$ cat src/rtl/min_max_job_scheduler.sv
// Round-robin front end sharing one 16x8 min/max finder between two requesters.
// Optional WAIT timeout is enabled by defining MMS_TIMEOUT_EN.
module min_max_job_scheduler #(
    parameter int DATA_W  = 8,
    parameter int ADDR_W  = 4,
    parameter int TIMEOUT = 255
) (
    input  logic                         Clk,
    input  logic                         Reset_n,
    input  logic [1:0]                   Req,
    input  logic [(DATA_W<<ADDR_W)-1:0]  Req0_data,
    input  logic [(DATA_W<<ADDR_W)-1:0]  Req1_data,
    input  logic [1:0]                   Rsp_ready,
    output logic [1:0]                   Rsp_valid,
    output logic [DATA_W-1:0]            Rsp_max,
    output logic [DATA_W-1:0]            Rsp_min,
    output logic                         Rsp_err,
    output logic                         Fw_we,
    output logic [ADDR_W-1:0]            Fw_addr,
    output logic [DATA_W-1:0]            Fw_data,
    output logic                         Fs_start,
    input  logic                         Fs_done,
    input  logic [DATA_W-1:0]            Fs_max,
    input  logic [DATA_W-1:0]            Fs_min,
    output logic                         Busy,
    output logic                         Gnt_id,
    output logic [7:0]                   Jobs_done
);
    typedef enum logic [2:0] {S_IDLE, S_LOAD, S_STRT, S_WAIT, S_RESP} state_t;

    state_t                 state_q;
    logic                   gnt_q, last_gnt_q, strt_q, seen0_q;
    logic [1:0]             valid_q;
    logic [DATA_W-1:0]      max_q, min_q, data_q;
    logic [ADDR_W-1:0]      addr_q;
    logic                   we_q, start_q;
    logic [7:0]             jobs_q;

    logic                   gnt_d, sel_id;
    logic [ADDR_W-1:0]      addr_d;
    logic [DATA_W-1:0]      byte_d;
    logic [(DATA_W<<ADDR_W)-1:0] sel_arr;

    // Both requesting: the one not served last wins.
    assign gnt_d   = (Req == 2'b11) ? ~last_gnt_q : Req[1];
    assign sel_id  = (state_q == S_IDLE) ? gnt_d : gnt_q;
    assign addr_d  = (state_q == S_IDLE) ? '0 : addr_q + 1'b1;
    assign sel_arr = sel_id ? Req1_data : Req0_data;
    assign byte_d  = sel_arr[DATA_W*int'(addr_d) +: DATA_W];

`ifdef MMS_TIMEOUT_EN
    logic [7:0] to_cnt_q;
    logic       err_q;
    assign Rsp_err = err_q;
`else
    logic unused_timeout;
    assign unused_timeout = (TIMEOUT > 0);
    assign Rsp_err = 1'b0;
`endif

    always_ff @(posedge Clk or negedge Reset_n) begin
        if (!Reset_n) begin
            state_q    <= S_IDLE;
            gnt_q      <= 1'b0;
            last_gnt_q <= 1'b1;
            strt_q     <= 1'b0;
            seen0_q    <= 1'b0;
            valid_q    <= 2'b00;
            max_q      <= '0;
            min_q      <= '1;
            data_q     <= '0;
            addr_q     <= '0;
            we_q       <= 1'b0;
            start_q    <= 1'b0;
            jobs_q     <= 8'd0;
`ifdef MMS_TIMEOUT_EN
            to_cnt_q   <= 8'd0;
            err_q      <= 1'b0;
`endif
        end else begin
            case (state_q)
                S_IDLE: if (Req != 2'b00) begin
                    gnt_q   <= gnt_d;
                    we_q    <= 1'b1;
                    addr_q  <= addr_d;
                    data_q  <= byte_d;
                    state_q <= S_LOAD;
                end
                S_LOAD: if (addr_q == '1) begin
                    we_q    <= 1'b0;
                    start_q <= 1'b1;
                    strt_q  <= 1'b0;
                    state_q <= S_STRT;
                end else begin
                    addr_q  <= addr_d;
                    data_q  <= byte_d;
                end
                // Start is held two cycles so a finder parked in DONE or INI both see it.
                S_STRT: if (strt_q) begin
                    start_q <= 1'b0;
                    seen0_q <= 1'b0;
`ifdef MMS_TIMEOUT_EN
                    to_cnt_q <= 8'd0;
`endif
                    state_q <= S_WAIT;
                end else begin
                    strt_q  <= 1'b1;
                end
                S_WAIT: if (Fs_done && seen0_q) begin
                    max_q   <= Fs_max;
                    min_q   <= Fs_min;
`ifdef MMS_TIMEOUT_EN
                    err_q   <= 1'b0;
`endif
                    valid_q <= gnt_q ? 2'b10 : 2'b01;
                    state_q <= S_RESP;
                end else begin
                    if (!Fs_done) seen0_q <= 1'b1;
`ifdef MMS_TIMEOUT_EN
                    if (to_cnt_q == 8'(TIMEOUT - 1)) begin
                        max_q   <= '0;
                        min_q   <= '1;
                        err_q   <= 1'b1;
                        valid_q <= gnt_q ? 2'b10 : 2'b01;
                        state_q <= S_RESP;
                    end else begin
                        to_cnt_q <= to_cnt_q + 8'd1;
                    end
`endif
                end
                S_RESP: if (Rsp_ready[gnt_q]) begin
                    valid_q    <= 2'b00;
                    last_gnt_q <= gnt_q;
                    jobs_q     <= jobs_q + 8'd1;
                    state_q    <= S_IDLE;
                end
                default: state_q <= S_IDLE;
            endcase
        end
    end

    assign Rsp_valid = valid_q;
    assign Rsp_max   = max_q;
    assign Rsp_min   = min_q;
    assign Fw_we     = we_q;
    assign Fw_addr   = addr_q;
    assign Fw_data   = data_q;
    assign Fs_start  = start_q;
    assign Busy      = (state_q != S_IDLE);
    assign Gnt_id    = gnt_q;
    assign Jobs_done = jobs_q;
endmodule

$ cat config.mk
export PLATFORM = sky130hd
export DESIGN_NAME = min_max_job_scheduler
export DESIGN_NICKNAME = d
export VERILOG_FILES = /design/src/rtl/min_max_job_scheduler.sv
export SDC_FILE = /design/constraint.sdc
export NUM_CORES = 1
export LEC_CHECK = 0
export BUFFER_PORTS_ARGS = -buffer_cell sky130_fd_sc_hd__buf_2
export CORE_AREA = 2 2 123 125
export CTS_BUF_LIST = sky130_fd_sc_hd__clkbuf_4 sky130_fd_sc_hd__clkbuf_8
export CTS_CLUSTER_DIAMETER = 40
export CTS_CLUSTER_SIZE = 30
export DETAILED_ROUTE_END_ITERATION = 12
export DIE_AREA = 0 0 125 127
export HOLD_SLACK_MARGIN = 0.06
export PLACE_DENSITY = 0.65
export SLEW_MARGIN = 30
export SYNTH_ARGS = -nofsm -noshare
export SYNTH_HDL_FRONTEND = slang
export SYNTH_SLANG_ARGS = --single-unit
$ cat constraint.sdc
create_clock -name Clk -period 3 [get_ports Clk]
set_clock_uncertainty 0.1 [all_clocks]
set_input_delay 0.15 -clock Clk [delete_from_list [all_inputs] [get_ports Clk]]
set_output_delay 0.15 -clock Clk [all_outputs]
set_load 0.05 [all_outputs]
### Word level (Yosys, flattened, before mapping)

Index checks and enable logic that the tools add are counted.

* reductions and logical operators: 18
* bitwise operators: 1
* equal/unequal tests: 14
* order comparisons: 1
* add/sub/neg operators: 2
* shift-type cells: 1
* mux-type cells: 32

Operators by type and width (number)
* 128-bit 2-to-1 mux: 1
* 128-bit by 8-bit variable part select with 8-bit output: 1
* 8-bit 2-to-1 mux: 2
* 8-bit one-hot mux with 2 select lines: 1
* 3-bit 2-to-1 mux: 5
* 3-bit one-hot mux with 5 select lines: 1
* 2-bit != test, second input constant: 7
* 4-bit 2-to-1 mux: 3
* 3-bit AND reduction: 4
* 1-bit 2-to-1 mux: 10
* 2-bit nonzero test: 5
* 8-bit by 1-bit adder with 8-bit output, second input constant: 1
* 1-bit one-hot mux with 2 select lines: 4
* 4-bit one-hot mux with 2 select lines: 1
* 2-bit AND reduction: 4
* 3-bit by 2-bit == test with 1-bit output, second input constant: 2
* 2-bit 2-to-1 mux: 3
* 5-bit AND reduction: 1
* 4-bit by 1-bit adder with 4-bit output, second input constant: 1
* 4-bit == test, second input constant: 1
* 2-bit one-hot mux with 2 select lines: 1
* 4-bit AND reduction: 1
* 3-bit by 1-bit == test with 1-bit output, second input constant: 1
* 3-bit == test, second input constant: 1
* other kinds (7): 7

* input bits: 279
* flip-flop bits (word level): 47

### Logic depth before layout (Yosys ltp)

* depth after elaboration: 7
* mapped depth: 8
* gate-level depth less buffers: 6

### Worst setup path before layout

OpenSTA, ideal clock, no wires.

* path kind: register -> register
* from: register addr_q[1] (netlist: Fw_addr[1])
* to: register data_q[6] (netlist: Fw_data[6])
* data arrival time: 2.382 ns
* setup time: 0.154 ns
* stages on the path, launching flop included: 9
* setup slack: 0.364 ns
* clock period less this slack: 2.636 ns
* cells stage by stage: dfrtp_1 > ha_1 > buf_6 > buf_2 > mux4_2 > mux2i_1 > nand2_1 > a222oi_1 > o311ai_0

* longest elaborated chain between the ends: 5
* elaborated cells on any way between the ends: 9
* classes of those cells: add/sub (1); eq/ne (2); shift (1); mux (4); reduce/logical (1)

RTL lines
* start, declared: line 35 `logic [ADDR_W-1:0] addr_q;`
* start signal, assigned: line 85 `addr_q <= addr_d;`
* start signal, assigned: line 95 `addr_q <= addr_d;`
* 4-bit by 1-bit adder with 4-bit output: line 47 `assign addr_d = (state_q == S_IDLE) ? '0 : addr_q + 1'b1;`
* 4-bit 2-to-1 mux: line 47
* 128-bit by 8-bit variable part select with 8-bit output: line 49 `assign byte_d = sel_arr[DATA_W*int'(addr_d) +: DATA_W];`
* 8-bit 2-to-1 mux, on equally long branches: line 89, 82
* 8-bit one-hot mux with 2 select lines: line 81 `case (state_q)`
* end signal, assigned: line 86 `data_q <= byte_d;`
* end signal, assigned: line 96 `data_q <= byte_d;`
* end, declared: line 34 `logic [DATA_W-1:0] max_q, min_q, data_q;`

Several ways; a longest one is shown, not always the timed one. The select of a mux whose other input is x is not followed.
A chain may end at the register's enable or synchronous reset.

### Worst setup path in the final report

Same ends and word-level chain as after synthesis.

==> out/qor.yml <==
status: "finished, final reports clean"
finalCritPeriodShare_pct: 92.6
n_fill_cell: 1397
clkTransAtPathRegs_ps: 100
regArea_um2: 1190
dr.pass1.iters: 5
path_class: "flip-flop to flip-flop"
synth_warnings: 0
routed_wl_mm: 19.0
max-vdd-ir-drop_mv: 0.306
worst_slew_pin_slew_ps: 818
area.growth.synth_to_final_pct: 49.1
r2r-start: "Fw_addr[1]"
cp.depth: 5
synth_nets: 622
hp-class: "input pin to flip-flop"
maxCapViolCount: 0
slowest_stage: "ha_2"
required_ps: 3060
synthTopCellsByArea: "mux4_2, dfrtp_1, mux2_2, mux4_1, dfstp_2"
cts_tree: "yes"
end_kind: "flip-flop"
cellPowerDensity_nw_per_um2: 989
worstSetupStartpointType: "flip-flop"
hold_viol_final: 0
fp.dieArea_um2: 15900
critPathCapture: "Fw_data[6]"
r2r_end: "Fw_data[6]"
rows: 44
vias: 4610
utilization_pct: 43.8
final_area_um2: 6320
gp_congestion: 0.881
ys.flop_type: "dfrtp_1"
grt_antenna_before_repair: 1
grt_use_total_pct: 23.3
min_period_ps: 2780
port_buffers: 320
path_delay_family: "multiplexers"
p_leak_uw: 0.00306
rsz0062_at_grt: "no"
cp_num_buf_inv: 0
drc_errors: 0
vias_per_cell: 5.39
synth_area_leader_cell: "mux4_2"
synth_top_area_share_pct: 28.1
root_buffer: "clkbuf_8"
yosysSeqAreaShare_pct: 28.0
multiInputGateArea_um2: 2850
syn_avg_cell_area_um2: 12.4
slew_violations: 0
first_iter_violations: 260
dpl.hpwl_mm: 15.7
initial_core_util_pct: 29.4
grt_overflow: 0
die-width_um: 125
synthesis.instances: 341
cts_max_level: 2
clockBufferDepth: 2
io_pins: 322
grt_pass1_wl_mm: 28.3
cts_buffers: 5
setup_viol: 0
reg2regPathDepth: 5
rrSetupSlack_ps: 220
finalPower_uw: 6260
post-route-worst-setup-slack_ps: 222
slew_headroom_pct: 45.5
postRouteAntennaNets: 0
cp-startpoint: "Fw_addr[1]"
wire_per_inst_um: 22.2
die_height_um: 127
coreArea_um2: 14400
fmaxAchievable_mhz: 360
synthArstFlopShare_pct: 100
synthesis.area_um2: 4240
clock_latency_ps: 310
fin_nets: 951
path_max_fanout: 16
drive_gt1_share_pct: 65.9
ys_ff_latch: 47
cts.sinks: 47
worstPathCellList: "ha_2 > mux4_1 > mux2_2 > a222oi_1 > o311ai_0"
slowest_delay_ps: 640
grt_pass1_vias: 4827
dpl-instance-area_um2: 6010
setup_tns_ps: 0
ys_types: 50
dp_slack_ps: 225
antenna-diode-count: 0
synth-edff-count: 0
grt_max_degree: 37
arrival_ps: 2830
## worst min-delay path by stage
stage	start	to	slack, ps	depth (start not counted)
after floorplan	Reset_n	Fs_start	-250	0
after global placement	Reset_n	state_q[2]	4	1
after detailed placement	Reset_n	state_q[2]	10	1
after CTS	Fs_done	seen0_q	90	4
after global routing	Fs_done	seen0_q	140	4
final	Fs_done	seen0_q	110	4
## worst reg2reg max path, delay by kind of cell, from the launching register on
kind	cells	cell delay [ps]
DFF	1	430
adders and majority gates	1	640
muxes	2	900
AOI/OAI and AO/OA	2	560
## cells in the mapped netlist, types with 2 or more instances
cell        n
nand2_1    33
nor3b_1     2
o22ai_1     9
o21ai_0     9
a21oi_1     6
clkbuf_1   12
nor2b_1     2
a22oi_1     4
nor2_1     22
ha_1        2
o211ai_1    6
a2111o_1    2
dfrtp_1    38
mux4_2     53
and3_1      2
mux4_1     10
a21o_1      2
dfstp_2     9
nand3_1     4
o221ai_1    2
o31ai_1     2
a222oi_1    5
buf_6       3
a311o_1     5
buf_1       2
xnor2_1     4
o2111ai_1   2
buf_2       7
mux2i_1     9
nand4_1     5
nor3_1      4
inv_1       3
xor2_1      6
mux2_2     32
nand2b_1    3
buf_4       6
## layout make-up
type,instances,area share (%)
multi-input cells,259,45.1
repair buffers,354,30.4
flip-flops and latches,47,18.9
well taps,184,3.64
clock buffers,5,1.09
clock inverters,3,0.732
inverters,3,0.178
## state kept, by name (all words and copies together) (netlist names), 2 cells and up
| name | cells |
|---|---|
| Jobs_done | 8 |
| Rsp_min | 8 |
| state_q | 3 |
| Fw_data | 8 |
| Rsp_valid | 2 |
| Fw_addr | 4 |
| Rsp_max | 8 |
## metrics by stage
step           instances  hold slack, ps
5_1_grt              855             140
3_3_place_gp         827            3.52
3_5_place_dp         827            12.6
2_1_floorplan        341            -246
4_1_cts              855            90.6
6_report             855             106
## repair_timing
item / CTS / global route
buffers inserted: 0 / 0
endpoints found under the hold margin: 34 / 0
gates resized for setup: 0 / 0
hold buffers: 20 / 0
endpoints found under the setup margin: 0 / 0
## cells by family (layout without fill, tap and decap cells)
family | count (synthesis) | in the layout | share of synthesized area [%]
multiplexers | 104 | 104 | 45.0
AND/OR/NAND/NOR | 80 | 80 | 8.61
AO/OA/AOI/OAI | 62 | 62 | 10.9
flip-flops | 47 | 47 | 28.0
buffers and inverters | 35 | 365 | 4.78
XOR/XNOR | 10 | 10 | 2.06
adder cells (fa/ha/maj) | 2 | 2 | 0.590
other | 1 | 1 | 0.0884
## report_power, final
part           total (uW)  switching [uW]  internal (uW)
clock                 494             243            251
sequential           1190             272            921
combinational        4570            2530           2030
## routing by layer
metal	up-vias	part of all wire (%)	track usage [%]
met5	-	0.11	0
met4	2	2.7	8.04
met3	31	8.3	4.82
met2	289	49	40.4
met1	2231	40	29.2
li1	2057	-	-
## cells in the final DEF (no fill, tap or decap), drive strengths merged, types with 5 or more instances in the layout
master / synthesis / layout
a21oi: 6 / 6
buf: 19 / 334
o21ai: 9 / 9
nand2: 33 / 33
xor2: 6 / 6
clkbuf: 13 / 5
nand4: 5 / 5
mux2i: 9 / 9
nor3: 5 / 5
mux2: 32 / 32
o211ai: 6 / 6
mux4: 63 / 63
a311o: 5 / 5
dfrtp: 38 / 38
dfstp: 9 / 9
a222oi: 5 / 5
o22ai: 9 / 9
nor2: 22 / 22
dlygate4sd3: 0 / 20
Power figures use the tool's default switching activity.
